## config.mk

```make
export PLATFORM = sky130hd
export DESIGN_NAME = adc_scan_sequencer
export DESIGN_NICKNAME = d
export VERILOG_FILES = /design/src/rtl/adc_scan_sequencer.sv
export SDC_FILE = /design/constraint.sdc
export NUM_CORES = 1
export LEC_CHECK = 0
export ABC_AREA = 1
export BUFFER_PORTS_ARGS = -buffer_cell sky130_fd_sc_hd__buf_2
export CORE_MARGIN = 5
export CORE_UTILIZATION = 55
export CTS_CLUSTER_SIZE = 14
export DETAILED_ROUTE_END_ITERATION = 10
export GPL_ROUTABILITY_DRIVEN = 0
export PLACE_DENSITY = 0.75
export SLEW_MARGIN = 20
export SYNTH_ARGS = -nofsm -noshare
export SYNTH_HDL_FRONTEND = slang
export SYNTH_SLANG_ARGS = --single-unit
```

## constraint.sdc

```tcl
create_clock -name clk_50 -period 2.65 [get_ports clk_50]
set_input_delay 0.265 -clock clk_50 [delete_from_list [all_inputs] [get_ports clk_50]]
set_output_delay 0.265 -clock clk_50 [all_outputs]
set_load 0.01 [all_outputs]
```

## src/rtl/adc_scan_sequencer.sv

```systemverilog
// Round-robin scan sequencer for an 8-channel 12-bit SPI ADC (ADC128S022-style).
// Each frame sends the next channel address and returns the previous frame's conversion.
module adc_scan_sequencer #(
    parameter int SCK_HALF   = 25,
    parameter int GAP_CYCLES = 50
) (
    input  logic        clk_50,
    input  logic        rst_n,
    input  logic        enable,
    input  logic [7:0]  chan_mask,
    input  logic        dout,
    output logic        adc_cs_n,
    output logic        adc_sck,
    output logic        din,
    output logic        res_valid,
    output logic [2:0]  res_chan,
    output logic [11:0] res_data,
    output logic        busy
);

    typedef enum logic [2:0] {
        IDLE     = 3'd0,
        CS_SETUP = 3'd1,
        SHIFT    = 3'd2,
        CS_HOLD  = 3'd3,
        GAP      = 3'd4
    } state_t;

    localparam logic [9:0] HALF_LAST = 10'(SCK_HALF - 1);
    localparam logic [9:0] GAP_LAST  = 10'(GAP_CYCLES - 1);

    state_t      state_q, state_d;
    logic [9:0]  cnt_q, cnt_d;
    logic        phase_q, phase_d;      // 0: SCK low half, 1: SCK high half
    logic [4:0]  bit_q, bit_d;          // SCK period index 1..16
    logic [2:0]  cur_chan_q, cur_chan_d;
    logic [2:0]  prev_chan_q, prev_chan_d;
    logic        prime_q, prime_d;
    logic [11:0] shift_q, shift_d;
    logic        cs_n_q, cs_n_d;
    logic        sck_q, sck_d;
    logic        din_q, din_d;
    logic        res_valid_q, res_valid_d;
    logic [2:0]  res_chan_q, res_chan_d;
    logic [11:0] res_data_q, res_data_d;
    logic        busy_q, busy_d;

    logic        go;
    logic [2:0]  next_chan;

    assign go = enable && (chan_mask != 8'd0);

    // First set mask bit strictly after cur_chan, wrapping; i=8 lands back on cur_chan.
    always_comb begin
        next_chan = cur_chan_q;
        for (int i = 8; i >= 1; i--) begin
            if (chan_mask[cur_chan_q + 3'(i)]) begin
                next_chan = cur_chan_q + 3'(i);
            end
        end
    end

    always_comb begin
        state_d     = state_q;
        cnt_d       = cnt_q + 10'd1;
        phase_d     = phase_q;
        bit_d       = bit_q;
        cur_chan_d  = cur_chan_q;
        prev_chan_d = prev_chan_q;
        prime_d     = prime_q;
        shift_d     = shift_q;
        res_valid_d = 1'b0;
        res_chan_d  = res_chan_q;
        res_data_d  = res_data_q;

        case (state_q)
            IDLE: begin
                cnt_d = 10'd0;
                if (go) begin
                    state_d     = CS_SETUP;
                    prev_chan_d = cur_chan_q;
                    cur_chan_d  = next_chan;
                    prime_d     = 1'b1;
                end
            end
            CS_SETUP: begin
                if (cnt_q == HALF_LAST) begin
                    cnt_d   = 10'd0;
                    state_d = SHIFT;
                    phase_d = 1'b0;
                    bit_d   = 5'd1;
                end
            end
            SHIFT: begin
                if (cnt_q == HALF_LAST) begin
                    cnt_d = 10'd0;
                    if (!phase_q) begin
                        phase_d = 1'b1;
                        // Conversion bits arrive in periods 5..16, MSB first.
                        if (bit_q >= 5'd5) begin
                            shift_d = {shift_q[10:0], dout};
                        end
                    end else if (bit_q == 5'd16) begin
                        state_d = CS_HOLD;
                    end else begin
                        bit_d   = bit_q + 5'd1;
                        phase_d = 1'b0;
                    end
                end
            end
            CS_HOLD: begin
                if (cnt_q == HALF_LAST) begin
                    cnt_d   = 10'd0;
                    state_d = GAP;
                    prime_d = 1'b0;
                    // Data just shifted belongs to the address sent one frame earlier.
                    if (!prime_q) begin
                        res_valid_d = 1'b1;
                        res_chan_d  = prev_chan_q;
                        res_data_d  = shift_q;
                    end
                end
            end
            GAP: begin
                if (cnt_q == GAP_LAST) begin
                    cnt_d = 10'd0;
                    if (go) begin
                        state_d     = CS_SETUP;
                        prev_chan_d = cur_chan_q;
                        cur_chan_d  = next_chan;
                    end else begin
                        state_d = IDLE;
                    end
                end
            end
            default: begin
                state_d = IDLE;
                cnt_d   = 10'd0;
            end
        endcase
    end

    // Pin values are derived from the next state so every output leaves a flop.
    always_comb begin
        cs_n_d = !((state_d == CS_SETUP) || (state_d == SHIFT) || (state_d == CS_HOLD));
        sck_d  = !((state_d == SHIFT) && !phase_d);
        busy_d = (state_d != IDLE);
        din_d  = 1'b0;
        if (state_d == SHIFT) begin
            case (bit_d)
                5'd3:    din_d = cur_chan_q[2];
                5'd4:    din_d = cur_chan_q[1];
                5'd5:    din_d = cur_chan_q[0];
                default: din_d = 1'b0;
            endcase
        end
    end

    always_ff @(posedge clk_50 or negedge rst_n) begin
        if (!rst_n) begin
            state_q     <= IDLE;
            cnt_q       <= 10'd0;
            phase_q     <= 1'b0;
            bit_q       <= 5'd0;
            cur_chan_q  <= 3'd7;
            prev_chan_q <= 3'd0;
            prime_q     <= 1'b1;
            shift_q     <= 12'd0;
            cs_n_q      <= 1'b1;
            sck_q       <= 1'b1;
            din_q       <= 1'b0;
            res_valid_q <= 1'b0;
            res_chan_q  <= 3'd0;
            res_data_q  <= 12'd0;
            busy_q      <= 1'b0;
        end else begin
            state_q     <= state_d;
            cnt_q       <= cnt_d;
            phase_q     <= phase_d;
            bit_q       <= bit_d;
            cur_chan_q  <= cur_chan_d;
            prev_chan_q <= prev_chan_d;
            prime_q     <= prime_d;
            shift_q     <= shift_d;
            cs_n_q      <= cs_n_d;
            sck_q       <= sck_d;
            din_q       <= din_d;
            res_valid_q <= res_valid_d;
            res_chan_q  <= res_chan_d;
            res_data_q  <= res_data_d;
            busy_q      <= busy_d;
        end
    end

    assign adc_cs_n  = cs_n_q;
    assign adc_sck   = sck_q;
    assign din       = din_q;
    assign res_valid = res_valid_q;
    assign res_chan  = res_chan_q;
    assign res_data  = res_data_q;
    assign busy      = busy_q;

endmodule

```

==> out/metrics.csv <==
metric,value,unit
hp-class,in -> async,
max_stage_delay,640,ps
setup_viol,0,
fmax,405,MHz
required,2910,ps
r2r-end,cur_chan_q[1],
skew,10.2,ps
status,completed,
cts_sinks,58,
cts_tree,built,
slew_headroom,37.9,%
ys_types,35,
die_y,88.1,um
grt.total_usage,21.2,%
htree_levels,3,
drt_first_iter_violations,270,
vias_per_cell,5.35,
ir_worst_vdd,0.767,mV
grt_overflow_total,0,
grt_pass1_vias,2933,
drt-total-wl,7.39,mm
via_count,3057,
pre_cts_ws,221,ps
rsz0062_at_grt,no,
grt_antenna_before_repair,0,
slew_violations,0,
syn_area,0.00336,mm2
cts_setup_buffers,0,
wl_per_cell,12.9,um
insertion_delay,340,ps
first_pass_iters,5,
endpoint_kind,flop,
clk_path_buf_depth,2,
io_buffers,31,
cts_root_buf,clkbuf_8,
die_w,88.1,um
crit_chain,inv_1 -> ha_2 -> inv_1 -> nand3_1 -> nand3_1 -> nand2_1 -> nor2_1 -> nand3_1 -> nand3_2 -> and2_1 -> a21oi_2,
place_hpwl,5.31,mm
cpMaxStageDelayCell,dfstp_2,
fin_tns_setup,0,ps
post-route-period-util,93.1,%
design.core.area,0.00592,mm2
ant_nets,0,
rows,28,
cpMostUsedCell,nand3_1,
ys_seq_elements,58,
setup_ws,183,ps
clk_pin_slew,70,ps
postSynthAreaPerCell,7.35,um2
power.density,1020,mW/mm2
timing.final.hold_violations,0,
area_growth_syn_to_layout,12.7,%
cp_max_fo,12,
cts_hold_buf,0,
place_inst,555,
worstPathArrival,2730,ps
ios,32,
worst_setup_path_start_kind,flop,
cellLeakagePower,1.91,nW
antenna_cells,0,
layout_min_cycle_time,2470,ps
r2r_cells,11,
syn_nets,477,
nNetsFinal,511,
maxCapViolCount,0,
p_total,3.85,mW
drc,0,
initial_core_util,56.7,%
grt_max_degree,59,
rrSetupSlack,180,ps
synthCells,457,
yosys_warnings,0,
r2r-start,cur_chan_q[0],
fin_cells,571,
drive_gt1_share,15.9,%
worst-slew-pin-transition,932,ps
postCtsResizedCells,0,
critPathKind,reg -> reg,
numCtsBuffers,9,
synth-seq-area-share,43.5,%
dieArea,0.00777,mm2
grt_pass1_wl,13.0,mm
[report_power, final]
part	leakage (nW)	switching, mW	internal (mW)
logic	1.04	1.19	0.563
registers	0.761	0.148	1.03
clock network	0.109	0.362	0.552
total	1.91	1.70	2.15
[how the worst max path moves through the flow]
stage               slack [ps]            end          start  cells after the start
floorplan                  570  cur_chan_q[1]  cur_chan_q[1]                     12
global placement           370  cur_chan_q[2]  cur_chan_q[0]                     11
detailed placement         220  cur_chan_q[1]  cur_chan_q[0]                     11
CTS                        200  cur_chan_q[1]  cur_chan_q[0]                     11
global route                70  cur_chan_q[1]  cur_chan_q[0]                     11
finish                     180  cur_chan_q[1]  cur_chan_q[0]                     11
[cell type report]
| cell class | count | area [um2] |
|---|---|---|
| Clock inverter | 5 | 77.6 |
| Clock buffer | 11 | 141 |
| Timing Repair Buffer | 33 | 170 |
| Tap cell | 75 | 93.8 |
| Inverter | 69 | 260 |
| Fill cell | 530 | 2140 |
| Sequential cell | 58 | 1460 |
| Multi-Input combinational cell | 320 | 1580 |
[logic make-up (layout without fill, tap and decap cells)]
family	count (synthesis)	after routing	synth area share, %
buf+inv	79	118	9.54
flops	58	58	43.5
xor+xnor	6	6	1.57
compound gates	55	55	9.50
fa+ha+maj	8	8	2.98
simple gates	251	251	32.9
[routing by layer]
layer  wire length (um)  vias up  share of wire [%]  track usage (%)
met2               3480      113                 47             33.4
met5                  0        -                  0                0
li1                   -     1521                  -                -
met3                437       15                5.9             6.21
met4                 98        0                1.3             7.69
met1               3380     1408                 46             28.0
[sequential cells by signal (all words and copies together) (netlist names), 3 cells and up]
| name | count |
|---|---|
| res_data | 12 |
| shift_q | 12 |
| cnt_q | 10 |
| bit_q | 5 |
| cur_chan_q | 3 |
| prev_chan_q | 3 |
| res_chan | 3 |
| state_q | 3 |
[cells in the final DEF (no fill, tap or decap), types with 2 or more instances in the layout]
cell / count
a21oi_1: 7
a21oi_2: 2
buf_2: 31
buf_4: 2
bufinv_16: 2
clkbuf_8: 10
clkinv_2: 3
dfrtp_1: 52
dfstp_2: 6
ha_1: 7
inv_1: 64
inv_2: 4
nand2_1: 128
nand2_2: 2
nand3_1: 52
nand3_2: 2
nand4_1: 8
nor2_1: 42
nor3_1: 7
nor3_2: 3
o21ai_0: 26
o21ai_1: 11
o21ai_2: 5
xnor2_1: 3
xor2_1: 3
[cells in the mapped netlist, drive strengths merged]
cell type | number | area, um2
and2 | 1 | 6.26
ha | 8 | 100
nand2 | 130 | 493
nand4 | 8 | 50.1
o21a | 1 | 7.51
o2111ai | 1 | 15.0
xor2 | 3 | 26.3
nand3 | 54 | 280
a31o | 1 | 8.76
nor4 | 1 | 6.26
inv | 68 | 255
nand3b | 1 | 7.51
clkbuf | 2 | 7.51
nor2 | 44 | 175
a31oi | 1 | 6.26
and3 | 1 | 6.26
xnor2 | 3 | 26.3
nor3 | 11 | 81.3
dfrtp | 52 | 1300
a21oi | 9 | 52.6
buf | 8 | 52.6
dfstp | 6 | 158
clkinv | 1 | 5.00
o21ai | 42 | 229
[through the flow]
stage / area (um2) / utilization (%) / hold slack [ps]
floorplan: 3360 / - / -30.6
global route: 3780 / 63.9 / 102
global placement: 3560 / 60.1 / 445
detailed placement: 3560 / 60.1 / 445
CTS: 3780 / 63.8 / 74.8
finish: 3780 / 63.9 / 54.3
[critical path, delay by kind of cell, from the launching register on]
family	cells	cell delay [ps]
flops	1	640
compound gates	1	40
buf+inv	2	370
simple gates	7	950
fa+ha+maj	1	380
No activity file was read; power rests on OpenSTA's default activity.
